`config.mk`:
```
export PLATFORM = sky130hd
export DESIGN_NAME = ula_exec_unit
export DESIGN_NICKNAME = d
export VERILOG_FILES = /design/src/rtl/ula_pkg.sv /design/src/rtl/ula_core.sv /design/src/rtl/ula_exec_unit.sv
export SDC_FILE = /design/constraint.sdc
export NUM_CORES = 1
export LEC_CHECK = 0
export BUFFER_PORTS_ARGS = -buffer_cell sky130_fd_sc_hd__buf_2
export CORE_AREA = 2 2 68 70
export DETAILED_ROUTE_END_ITERATION = 10
export DIE_AREA = 0 0 70 72
export PLACE_DENSITY = 0.72
export SLEW_MARGIN = 20
export SYNTH_ARGS = -nofsm -noshare
export SYNTH_HDL_FRONTEND = slang
export SYNTH_SLANG_ARGS = --single-unit
```
`constraint.sdc`:
```
create_clock -name clk -period 3.5 [get_ports clk]
set_input_delay 0.175 -clock clk [delete_from_list [all_inputs] [get_ports clk]]
set_output_delay 0.175 -clock clk [all_outputs]
set_load 0.1 [all_outputs]
```
`src/rtl/ula_pkg.sv`:
```
// ula_pkg: opcode encoding and flag/condition record shared by the ula datapath and its wrappers
package ula_pkg;
  typedef enum logic [2:0] {
    OP_ADD, OP_SUB, OP_AND, OP_OR, OP_XOR, OP_SLT, OP_RSV6, OP_RSV7
  } alu_op_t;
  typedef struct packed {
    logic z;
    logic c;
    logic v;
    logic n;
    logic hs;
    logic ls;
    logic hi;
    logic lo;
    logic illegal;
  } ula_flags_t;
  localparam ula_flags_t FLAGS_RST = '{z: 1'b1, c: 1'b0, v: 1'b0, n: 1'b0, hs: 1'b0,
                                      ls: 1'b1, hi: 1'b0, lo: 1'b1, illegal: 1'b0};
endpackage

```
`src/rtl/ula_core.sv`:
```
// ula_core: combinational ALU op with NZCV flags and unsigned compare conditions
module ula_core
  import ula_pkg::*;
#(
  parameter int ULA_BITS = 4
) (
  input  logic [ULA_BITS-1:0] a,
  input  logic [ULA_BITS-1:0] b,
  input  alu_op_t             op,
  output logic [ULA_BITS-1:0] result,
  output ula_flags_t          flags
);
  localparam int M = ULA_BITS - 1;
  logic [ULA_BITS:0]   sum;
  logic [ULA_BITS-1:0] bb;
  logic                arith;
  logic                is_sub;
  // SUB shares the adder as a + ~b + 1; carry/overflow only meaningful for ADD/SUB
  always_comb begin
    is_sub = op == OP_SUB;
    arith = op == OP_ADD || is_sub;
    bb = is_sub ? ~b : b;
    sum = {1'b0, a} + {1'b0, bb} + {{ULA_BITS{1'b0}}, is_sub};
    result = arith ? sum[M:0] :
             op == OP_AND ? a & b :
             op == OP_OR  ? a | b :
             op == OP_XOR ? a ^ b :
             op == OP_SLT ? {{M{1'b0}}, $signed(a) < $signed(b)} : '0;
    flags.z = result == '0;
    flags.n = result[M];
    flags.c = arith & sum[ULA_BITS];
    flags.v = arith & (a[M] == bb[M]) & (sum[M] != a[M]);
    flags.hs = flags.c;
    flags.lo = ~flags.c;
    flags.hi = flags.c & ~flags.z;
    flags.ls = ~flags.c | flags.z;
    flags.illegal = op == OP_RSV6 || op == OP_RSV7;
  end
endmodule

```
`src/rtl/ula_exec_unit.sv`:
```
// ula_exec_unit: handshaked, registered ula with a one-entry skid and a saturating handoff counter
module ula_exec_unit
  import ula_pkg::*;
#(
  parameter int ULA_BITS = 4,
  parameter int CNT_BITS = 8
) (
  input  logic                clk,
  input  logic                reset,
  input  logic                req_valid,
  output logic                req_ready,
  input  logic [ULA_BITS-1:0] a,
  input  logic [ULA_BITS-1:0] b,
  input  logic [2:0]          ALUControl,
  output logic                rsp_valid,
  input  logic                rsp_ready,
  output logic [ULA_BITS-1:0] result,
  output logic                zero,
  output logic                carry,
  output logic                overflow,
  output logic                negative,
  output logic                hs,
  output logic                ls,
  output logic                hi,
  output logic                lo,
  output logic                illegal,
  output logic [CNT_BITS-1:0] ops_done
);
  typedef struct packed {
    logic [ULA_BITS-1:0] result;
    ula_flags_t          f;
  } rec_t;
  localparam rec_t REC_RST = '{result: '0, f: FLAGS_RST};
  rec_t                new_rec, r_d, r_q, s_d, s_q;
  logic                r_valid_d, r_valid_q, s_valid_d, s_valid_q;
  logic [CNT_BITS-1:0] cnt_d, cnt_q;
  logic                accept, handoff;
  // operands are gated so idle-cycle X on a/b never reaches the datapath
  ula_core #(.ULA_BITS(ULA_BITS)) u_core (
    .a      (req_valid ? a : '0),
    .b      (req_valid ? b : '0),
    .op     (alu_op_t'(ALUControl)),
    .result (new_rec.result),
    .flags  (new_rec.f)
  );
  // R/S occupancy: S only fills when R is held, and drains into R on the next handoff
  always_comb begin
    accept = req_valid & ~s_valid_q;
    handoff = r_valid_q & rsp_ready;
    r_d = s_valid_q ? (handoff ? s_q : r_q) : (accept & (~r_valid_q | handoff)) ? new_rec : r_q;
    r_valid_d = s_valid_q | (r_valid_q & ~handoff) | accept;
    s_valid_d = s_valid_q ? ~handoff : r_valid_q & ~handoff & accept;
    s_d = (~s_valid_q & r_valid_q & ~handoff & accept) ? new_rec : s_q;
    cnt_d = cnt_q + CNT_BITS'(handoff & ~&cnt_q);
  end
  // state registers with synchronous reset
  always_ff @(posedge clk) begin
    if (reset) begin
      r_q <= REC_RST;
      s_q <= REC_RST;
      r_valid_q <= 1'b0;
      s_valid_q <= 1'b0;
      cnt_q <= '0;
    end else begin
      r_q <= r_d;
      s_q <= s_d;
      r_valid_q <= r_valid_d;
      s_valid_q <= s_valid_d;
      cnt_q <= cnt_d;
    end
  end
  assign req_ready = ~s_valid_q;
  assign rsp_valid = r_valid_q;
  assign result = r_q.result;
  assign zero = r_q.f.z;
  assign carry = r_q.f.c;
  assign overflow = r_q.f.v;
  assign negative = r_q.f.n;
  assign hs = r_q.f.hs;
  assign ls = r_q.f.ls;
  assign hi = r_q.f.hi;
  assign lo = r_q.f.lo;
  assign illegal = r_q.f.illegal;
  assign ops_done = cnt_q;
endmodule

```
# Word-level counts from Yosys, hierarchy flattened
# Index checks and enable logic that the tools add are counted.
# totals
ff_bits	35
out_inout_bits	23
elab_cells	82
# op_classes
add_sub_neg	3
n_lt_le_gt_ge	1
eq_ne	10
n_mux	12
bitwise	26
n_reduce_logical	8
# op_table
op	count
$mux 13	3
$mux 4	7
$and 1x1->1	13
$eq 3x3->1 const B	4
$add 8x1->8	1
$reduce_and 8->1	1
$eq 3x2->1 const B	2
$add 4x4->5	1
$add 5x1->5	1
$not 1->1	5
$and 4x4->4	1
$logic_not 4->1	1
$lt 4x4->1	1
$not 4->4	1
$or 1x1->1	4
$or 4x4->4	1
$xor 4x4->4	1
$eq 3x1->1 const B	1
$logic_not 3->1	1
$logic_or 1x1->1	2
$mux 1	2
$ne 2x1->1 const B	1
$reduce_and 2->1	1
$reduce_bool 2->1	1
other kinds (3)	3

# Depth between registers and ports, before layout
# Gate-level depths: netlist of run 1.
# depth
ltp_word	12
ltp_mapped	12

# Cells and area by module
# From an unflattened synthesis of run 1, not the netlist that was laid out.
# unflattened
hier_cells	262
hier_area_um2	2270.9
# modules_own_cells
module	n_inst	cells_per_inst	area_per_inst_um2	seq_area_each_um2
ula_exec_unit	1	175	1624.1	720.7
ula_core	1	87	646.9	0.0

# Least setup slack after synthesis of run 1
# OpenSTA, ideal clock, no wires.
# synth_path
path_type	input to register
startpoint	input req_valid
endpoint	register s_q[2] (netlist bit)
setup_time_ns	0.115
arrival_ns	2.556
t_required_ns	3.385
slack_ns	0.829
cell_stages	11
n_path_buf	3
cell_sequence	buf_2 > buf_1 > and2_1 > xor2_1 > ha_1 > or3_1 > nand2_1 > a21oi_1 > or4b_1 > buf_2 > a31o_1
# synth_between
elab_chain_cells	10
word_cells_on_any_way	21
# synth_lines
element	line	text
start: declaration	ula_exec_unit.sv:10	input logic req_valid,
branches (longest 10 deep; another with $add 4x4->5)	n/a	
end signal: assignment	ula_exec_unit.sv:60	s_q <= REC_RST;
end signal: assignment	ula_exec_unit.sv:66	s_q <= s_d;
end: declaration	ula_exec_unit.sv:34	rec_t new_rec, r_d, r_q, s_d, s_q;
# Several ways; the timed one is not identified.
# A chain may end at the register's enable or synchronous reset.

# Final worst setup path of run 1
# layout_path
startpoint	input ALUControl[0]
endpoint	register s_q[2] (netlist bit)
# layout_between
elab_chain_cells	9
word_cells_on_any_way	19
# layout_lines
element	line	text
start: declaration	ula_exec_unit.sv:14	input logic [2:0] ALUControl,
branches (longest 8 deep; another with $add 4x4->5)	n/a	
$and 1x1->1 *	ula_core.sv:35	flags.hi = flags.c & ~flags.z;
# Every way passes the cells marked *.

==> metrics, run 1 <==
die width=70 um; Seq/Total Area, Yosys=32.3%; post-synthesis instance area=just under 0.002 mm2; Ys Warns=0; VDD IR-drop max=0.000231 V; clk_lat worst skew=0.28 ns; HP Class=input port to flop; area of the multi-input gates=0.00122 mm2; Simple-Gate Fraction of Synth Area=approximately a quarter; CP arrival=about 2.8 ns; outcome=completed; core footprint=0.00426 mm2; Synth cell types=50; Num CTS Buffers=5; number of global-route vias before repair=1678; FILL cells=around 420; starting density of the core=46.5%; nets=304; Routed WL=4.43 mm; most common cell after layout, fill and taps aside=buf_2; #FFs+latches synth=32; DR vias/cell=5.58; first-pass GRT wire length=7.54 mm; max-slew violations=0; CTS Sinks=32; static leakage=0.988 nW; largest net degree at the start of global routing=30; critical path class=input port to flop; Worst slew margin=roughly 62%; TritonCTS clock tree=built; layout cells sized above 1=19.0%; largest family of logic cells by synthesized area=simple AND/OR/NAND/NOR gates; final setup vio count=0; post-synthesis compound-gate area fraction=22.9%; Synth area leaders=dfxtp_1 (32%), ha_1 (6.3%), a21oi_1 (5.6%); Gate Count Post-Synth=252; WP data required=3.68 ns; setup TNS=0 ns; Residual DRC=0; port bufs=37; # diodes=0; I/O pin cnt=38; GR Overflow Total=0; number of post-CTS setup repair buffers=0; All-Layer GR Usage=a little under a fifth; crit path launch type=input port; die area=a little over 0.005 mm2; asr flop ratio synth=0%; Post-Synth Adder-Cell Area=6.81%; Die Span Y=72 um; Worst Slack Setup Final=0.927 ns; Avg Cell Area, Syn=7.87 um2; routed vias=approximately 1.8k; clock transition at the registers of the reported paths=0.06 ns; crit-path max FO=11; Primary FF master, synth=dfxtp_1; HPWL after DPL=approximately 3.2 mm; initial antenna violation count=0; H-tree Lvls=2; Achievable Freq=389 MHz; Detail Route Antenna Nets=0; Post-Syn Nets=277; post-synthesis mux area share=2.08%; Final Hold Vio Count=0; num rows=24; Worst setup EP type=flop; register area=641 um2; # hold bufs at CTS=0; Starting DRT DRC Count=140; Layout area overhead=14.1%; drt first pass iters=4; pwr/cell area=around 450 mW/mm2; worst clock skew=0.00328 ns; Avg WL per Cell=13.4 um; Max Cap Viol=0; dpl ws=~0.64 ns; min Tclk post-route=2.57 ns; fin crit share=73.5%; worst slew pin tran=approximately 0.56 ns; unrepaired setup endpoints after global routing=no; Final Wtd Congestion=0.876; post-synth top area share=32.3%; CTS resizes=0; number of synthesized flops with an enable pin=0; Synth Area in XOR/XNOR=5.74%; Clock Path Buffers=2; most frequent cells in the layout=buf_2 (37), dfxtp_1 (32), nand2_1 (27); Root Buffer Master=clkbuf_8; post-synth top area cell=dfxtp_1
[final timing paths]
path                                    start   endpoint  slack [ns]  cells after the start
worst min-delay path                rsp_ready  s_valid_q        0.15                      2
worst min register to register        s_q[12]    s_q[12]        0.45                      2
worst max-delay path            ALUControl[0]     s_q[2]        0.93                      9
worst max register to register      s_valid_q         hi        1.32                      7
[sequential cells by signal, summed over array words and instances, names as in the netlist]
register	flops
result	4
s_q	11
rsp_valid	1
hi	1
ops_done	8
carry	1
lo	1
ls	1
overflow	1
s_valid_q	1
illegal	1
zero	1
[worst max-delay path, stage by stage]
cell and delay, ns:
buf_2 0.19, nor3b_4 0.41, xor2_1 0.22, ha_1 0.32, or3_1 0.37, nand2_1 0.07, a21oi_1 0.09, or4b_1 0.66
a31o_1 0.25
[per-layer routing]
metal / global-route usage (%) / routed length, um / share of wire [%] / vias up
li1: - / - / - / 943
met1: 24.9 / 2180 / 49 / 849
met2: 28.9 / 1930 / 44 / 51
met3: 5.56 / 274 / 6.2 / 3
met4: 4.27 / 38 / 0.86 / 0
met5: 0 / 0 / 0 / -
[cell type report]
type | count | share of cell area [%]
well taps | 52 | 2.88
repair buffers | 39 | 8.85
multi-input cells | 191 | 54.0
clock buffers | 7 | 4.26
inverters | 10 | 1.66
flip-flops and latches | 32 | 28.3
[logic make-up after synthesis]
kind of cell	Yosys count
xor gates and xnor gates	13
AOI/OAI and AO/OA	67
adders and majority gates	11
and+or+nand+nor	96
DFF	32
buffers and inverters	29
muxes	4
[cells in the mapped netlist (5+ instances only)]
| cell type | n |
|---|---|
| nand2_1 | 27 |
| nor3_1 | 8 |
| inv_1 | 9 |
| nor2_1 | 20 |
| clkbuf_1 | 12 |
| xor2_1 | 9 |
| o21ai_0 | 11 |
| and2_1 | 5 |
| nand3_1 | 12 |
| a21oi_1 | 22 |
| nor2b_1 | 6 |
| ha_1 | 10 |
| dfxtp_1 | 32 |
[power by group]
part | internal, mW | switching, mW | total, mW
registers | 0.382 | 0.0124 | 0.395
logic | 0.0754 | 0.235 | 0.310
clock network | 0.175 | 0.127 | 0.302
total | 0.633 | 0.375 | 1.01
[per-stage QoR]
| step | hold WS [ns] | instances | utilization, % | area [um2] | total power, mW |
|---|---|---|---|---|---|
| 2_1_floorplan | 0.287 | 252 | - | 1980 | 0.660 |
| 3_3_place_gp | 0.440 | 324 | 50.8 | 2170 | 0.711 |
| 3_5_place_dp | 0.444 | 324 | 50.8 | 2170 | 0.713 |
| 4_1_cts | 0.142 | 331 | 53.1 | 2260 | 1.01 |
| 5_1_grt | 0.173 | 331 | 53.1 | 2260 | 1.05 |
| 6_report | 0.152 | 331 | 53.1 | 2260 | 1.01 |
Note: power is estimated with default switching activity, not from simulation.
==> inputs of run 2 (changes only) <==
PLACE_DENSITY = 0.74   (was 0.72)
clock period = 2.35 ns   (was 3.5 ns; I/O delays follow)
==> run 2 against run 1 <==
  * Largest power group unchanged
  * First-iteration DRC count is 0.71% higher
  * Count of clock-buffer cells in the layout is the same
  * Wire length up 7.5%
  * Non-clock buffer count grew 24
  * Design area up 8.4%
  * Largest cell class unchanged
  * Sequential share of layout area shrank 2.0 points
  * Register-to-register slack lost 0.82 ns
  * Via count grew 6.9%
  * Setup slack got worse by 0.79 ns
  * Clock skew is 0.0021 ns lower
==> metrics, run 2 (same netlist as run 1, synthesis figures left out) <==
CTS Sinks=32 (unchanged); I/O pin cnt=38 (unchanged); TritonCTS clock tree=built; CTS resizes=0 (unchanged); final setup vio count=0 (unchanged); Layout area overhead=23.7%; outcome=completed; starting density of the core=46.5% (unchanged); smallest hold slack=0.0858 ns (-0.0659 ns); first-pass GRT wire length=8.04 mm (+6.6%); drt first pass iters=4 (unchanged); most frequent cells in the layout=buf_2 (37), dfxtp_1 (29), nand2_1 (27); worst slew pin tran=0.546 ns (-0.0180 ns); VDD IR-drop max=0.000434 V (+88%); Pwr Total=1.55 mW (+54%); Clock Path Buffers=2 (unchanged); die area=0.00504 mm2 (unchanged); worst clock skew=0.00117 ns (-0.00211 ns); # diodes=0 (unchanged); sw frac=37.0% (-0.15 points); # hold bufs at CTS=0 (unchanged); reg2reg end=ops_done[4]; Worst Hold Launch=rsp_ready; R2R cell count=8 (+1); fin crit share=94.0%; most common cell after layout, fill and taps aside=buf_2; Largest Register=s_q; critical path class=input port to flop; port bufs=37 (unchanged); dpl ws=-0.126 ns (-0.762 ns); All-Layer GR Usage=19.7% (+1.3 points); nets=328 (+7.9%); number of post-CTS setup repair buffers=0 (unchanged); Post-Place Cells=348 (+7.4%); setup TNS=0 ns (unchanged); max reg flops=11 (unchanged); max-slew violations=0 (unchanged); WP data required=2.53 ns (-1.15 ns); Achievable Freq=453 MHz; initial antenna violation count=0 (unchanged); Root Buffer Master=clkbuf_8; Worst setup EP type=flop; Worst slew margin=63.6% (+1.3 points); final instance area=0.00245 mm2 (+8.4%); CP arrival=2.39 ns (-0.37 ns); P_sw=0.574 mW (+53%); GR Overflow Total=0 (unchanged); crit-path max FO=6 (-5); Register-to-Register Setup Slack=0.50 ns (-0.82 ns); num rows=24 (unchanged); routed vias=1974 (+6.9%); Cell Count, Final, Fillers Out=355 (+7.3%); largest net degree at the start of global routing=30 (unchanged); Worst Slack Setup Final=0.140 ns (-0.787 ns); Final Wtd Congestion=0.838 (-4.3%); DR vias/cell=5.56 (-0.30%); Starting DRT DRC Count=141 (+0.71%); static leakage=1.11 nW (+12%); WHS Path Cells=2 (unchanged); Max Cap Viol=0 (unchanged); Final Hold Vio Count=0 (unchanged); min Tclk post-route=2.21 ns; die width=70 um (unchanged); Num CTS Buffers=5 (unchanged); layout cells sized above 1=27.1% (+8.1 points); Combinational Power Share=32.7% (+1.9 points); Routed WL=4.76 mm (+7.5%); final core area utilization=57.5% (+4.5 points); RR Startpoint=ops_done[3]; HPWL after DPL=3.54 mm (+9.6%); Avg WL per Cell=13.4 um (+0.23%); number of global-route vias before repair=1758 (+4.8%); Die Span Y=72 um (unchanged); sequential share of power=38.1% (-1.1 points); H-tree Lvls=2 (unchanged); crit path launch type=input port; WHS Endpoint=s_valid_q; Int Pwr=0.975 mW (+54%); Clk pwr share=29.3% (-0.7 points); core footprint=0.00426 mm2 (unchanged); pwr/cell area=631 mW/mm2 (+42%); clk_lat worst skew=0.28 ns (about the same); Detail Route Antenna Nets=0 (unchanged); HP Class=input port to flop; clock transition at the registers of the reported paths=0.06 ns (about the same); Residual DRC=0 (unchanged); unrepaired setup endpoints after global routing=no; Cell Area, Placed=0.00236 mm2 (+8.8%)
## run 2: cell count changes in the layout (fill, tap and decap cells not counted)
cell	before	now
buf_4	2	26
a21oi_2	0	1
dfxtp_2	0	3
and2_1	5	4
dfxtp_1	32	29
and2_4	0	1
a21oi_1	22	21
## run 2: cell type report
cell class	count	area [um2]
Fill cell	423	1810
Multi-Input combinational cell	191	1230
Sequential cell	32	644
Timing Repair Buffer	63	380
Clock buffer	7	96.3
Tap cell	52	65.1
Inverter	10	37.5
## run 2: power by group through the flow
stage                     clock network, mW  logic [mW]  registers (mW)
after global routing                  0.483       0.538           0.593
final                                 0.453       0.506           0.590
after floorplan                           0       0.235           0.757
after detailed placement                  0       0.502           0.602
after CTS                             0.461       0.504           0.590
after global placement                    0       0.497           0.600
## run 2: worst max-delay path by stage
stage / end / slack, ns / cells past startpoint / start
floorplan: s_q[2] / -0.13 / 11 / req_valid
global placement: s_q[2] / -0.09 / 9 / ALUControl[2]
detailed placement: s_q[2] / -0.13 / 9 / ALUControl[2]
CTS: s_q[2] / 0.16 / 10 / ALUControl[2]
global route: zero / 0.02 / 9 / ALUControl[2]
finish: s_q[2] / 0.14 / 10 / ALUControl[2]
## run 2: critical path, cell delays in order
cell	delay, ns
buf_2	0.12
nor3b_4	0.29
buf_4	0.18
xnor2_1	0.07
ha_1	0.22
or3_1	0.35
nand2_1	0.08
a21oi_2	0.06
or4b_1	0.67
a31o_1	0.22
## run 2: routing by layer
metal / global-route usage (%) / up-vias / share of wire (%)
met3: 5.56 / 10 / 5.6
met5: 0 / - / 0
li1: - / 987 / -
met1: 25.7 / 913 / 46
met2: 32.1 / 64 / 47
met4: 5.56 / 0 / 1.4
==> inputs of run 3 (changes only) <==
ABC_AREA = 1   (was unset)
BUFFER_PORTS_ARGS = unset   (was -buffer_cell sky130_fd_sc_hd__buf_2)
CORE_AREA = 2 2 67 69   (was 2 2 68 70)
DIE_AREA = 0 0 69 71   (was 0 0 70 72)
DONT_BUFFER_PORTS = 1   (was unset)
PLACE_DENSITY = 0.66   (was 0.74)
==> run 3 against run 2 <==
  * Flip-flop and latch count unchanged
  * Final cell count grew 3.9%
  * Register-to-register slack worse by 0.03 ns
  * Wire length shrank 9.7%
  * Global-route usage decreased by 0.99 points
  * Synthesized cell count grew 17%
  * Via count down 3.4%
  * Sequential power down 2%
  * Clock power is 5.5% lower
  * Largest power group unchanged
==> metrics, run 3 <==
Worst setup EP type=flop; post-synth top area share=33.5% (+1.2 points); die width=69 um (-1.4%); number of synthesized flops with an enable pin=0 (unchanged); Worst path max stage delay=0.52 ns (-0.15 ns); Root Buffer Master=clkbuf_8; GR Overflow Total=0 (unchanged); #FFs+latches synth=32 (unchanged); Ys Warns=0 (unchanged); Clock Path Buffers=2 (unchanged); setup TNS=0 ns (unchanged); unrepaired setup endpoints after global routing=no; synth cell count leaders=nand2_1 (67), inv_1 (51), dfxtp_1 (32); starting density of the core=45.5% (-0.97 points); VDD IR-drop max=0.000230 V (-47%); Post-Place Cells=358 (+2.9%); most frequent cells in the layout=nand2_1 (67), inv_1 (51), a21oi_1 (30), dfxtp_1 (30), nor2_1 (27); crit path cell chain=nor2_1 -> nor2_1 -> inv_1 -> a21oi_1 -> o21ai_0 -> a21oi_1; Worst Hold Launch=ALUControl[1]; static leakage=1.14 nW (+2.7%); max reg flops=11 (unchanged); Achievable Freq=533 MHz (+18%); CTS Sinks=32 (unchanged); Avg Cell Area, Syn=6.49 um2 (-18%); Gate Count Post-Synth=295 (+17%); post-synth top area cell=dfxtp_1; Layout area overhead=15.4%; nets=341 (+4.0%); critical path's slowest cell=dfxtp_1; met2 wire len=2.07 mm (-7.1%); All-Layer GR Usage=18.7% (-0.99 points); Cell Count, Final, Fillers Out=369 (+3.9%); R2R cell count=6 (-2); number of global-route vias before repair=1689 (-3.9%); Worst setup endpoint=result[3]; crit path launch type=flop; uppermost layer routed=met4; post-synthesis instance area=0.00191 mm2 (-3.5%); clock transition at the registers of the reported paths=0.06 ns (about the same); crit-path max FO=15 (+9); min Tclk post-route=1.88 ns (-0.333 ns); Crit. Startpoint=s_valid_q; drt first pass iters=4 (unchanged); Detail Route Antenna Nets=0 (unchanged); first-pass GRT wire length=7.39 mm (-8.1%); CTS resizes=0 (unchanged); Num CTS Buffers=5 (unchanged); Die Span Y=71 um (-1.4%); RR Startpoint=s_valid_q; Routed WL=4.30 mm (-9.7%); pwr/cell area=609 mW/mm2 (-3.5%); core footprint=0.00420 mm2 (-1.4%); I/O pin cnt=38 (unchanged); worst slew pin tran=0.696 ns (+0.149 ns); max-slew violations=0 (unchanged); num rows=24 (unchanged); Residual DRC=0 (unchanged); met3 WL=224 um (-16%); DR vias/cell=5.17 (-7.1%); final setup vio count=0 (unchanged); FILL cells=437 (+3.3%); worst clock skew=0.00296 ns (+0.00180 ns); # diodes=0 (unchanged); Primary FF master, synth=dfxtp_1; Post-Syn Nets=320 (+16%); H-tree Lvls=2 (unchanged); Final Wtd Congestion=0.829 (-1.1%); WL met1=1.93 mm (-12%); clk_lat worst skew=0.28 ns (about the same); TritonCTS clock tree=built; largest net degree at the start of global routing=19 (-37%); Largest Register=s_q; Seq/Total Area, Yosys=33.5% (+1.2 points); # hold bufs at CTS=3 (+3); Worst slew margin=53.5% (-10 points); initial antenna violation count=0 (unchanged); Final Hold Vio Count=0 (unchanged); critical path class=flop to flop; HP Class=input port to flop; fin crit share=79.9% (-14 points); reg2reg end=result[3]; most common cell after layout, fill and taps aside=nand2_1; Pwr Total=1.35 mW (-13%); CP arrival=2.08 ns (-0.31 ns); Starting DRT DRC Count=41 (-71%); layout cells sized above 1=12.6% (-14 points); Synth cell types=28 (-44%); Max Cap Viol=0 (unchanged); routed vias=1906 (-3.4%); Avg WL per Cell=11.6 um (-13%); number of post-CTS setup repair buffers=0 (unchanged); WP data required=2.55 ns (+0.02 ns); HPWL after DPL=3.33 mm (-5.7%); outcome=completed; die area=0.00490 mm2 (-2.8%); port bufs=0 (-100%); count leader, synth=nand2_1; Synth area leaders=dfxtp_1 (33%), nand2_1 (13%), inv_1 (10%); Register-to-Register Setup Slack=0.47 ns (-0.03 ns); asr flop ratio synth=0% (unchanged)
==> run 3: changes by cell type after synthesis, moves of 7 or more <==
cell	change
inv_1	+42
nand2_1	+40
o21ai_0	+9
a21oi_1	+8
nand2_2	+8
xor2_1	-8
nor2_1	+7
==> run 3: through the flow <==
step	hold slack [ns]	setup slack, ns	utilization [%]	instance area [um2]
CTS	0.0272	0.491	52.6	2210
global route	0.0590	0.219	52.6	2210
floorplan	0.273	0.0278	-	1910
finish	0.0407	0.473	52.6	2210
global placement	0.183	0.383	49.7	2090
detailed placement	0.185	0.392	49.7	2090
==> run 3: how the worst min path moves through the flow <==
stage               cells past startpoint         to
floorplan                               2     s_q[0]
global placement                        1  result[3]
detailed placement                      1  result[3]
CTS                                     2    illegal
global route                            2    illegal
finish                                  2    illegal
==> run 3: routing by layer <==
metal / up-vias / global-route usage (%)
li1: 990 / -
met1: 856 / 21.9
met2: 51 / 32.2
met3: 9 / 5.56
met4: 0 / 7.19
met5: - / 0
==> run 3: power breakdown <==
part           internal [mW]  switching, mW  total (mW)
combinational         0.0843          0.255       0.339
clock                  0.238          0.190       0.428
sequential             0.566         0.0125       0.578
==> run 3: cells by family (layout without fill, tap and decap cells) <==
kind of cell / after synthesis / count (layout) / synth area share (%)
flip-flops: 32 / 32 / 33.5
AND/OR/NAND/NOR: 128 / 128 / 28.8
adder cells (fa/ha/maj): 10 / 10 / 6.54
buffers and inverters: 61 / 83 / 12.6
AO/OA/AOI/OAI: 63 / 63 / 18.1
XOR/XNOR: 1 / 1 / 0.458
==> run 3: worst max-delay path: cells and delay by family (launching register included) <==
kind,cells,cell delay [ns]
AO/OA/AOI/OAI,3,0.45
buffers and inverters,1,0.34
flip-flops,1,0.52
AND/OR/NAND/NOR,2,0.49
==> run 3: final cells by class <==
| class | count | area (um2) | area share, % |
|---|---|---|---|
| multi-input combinational | 202 | 1030 | 46.7 |
| sequential | 32 | 643 | 29.1 |
| inverter | 51 | 191 | 8.66 |
| timing repair buffer | 24 | 188 | 8.49 |
| clock buffer | 8 | 90.1 | 4.08 |
| tap | 52 | 65.1 | 2.94 |
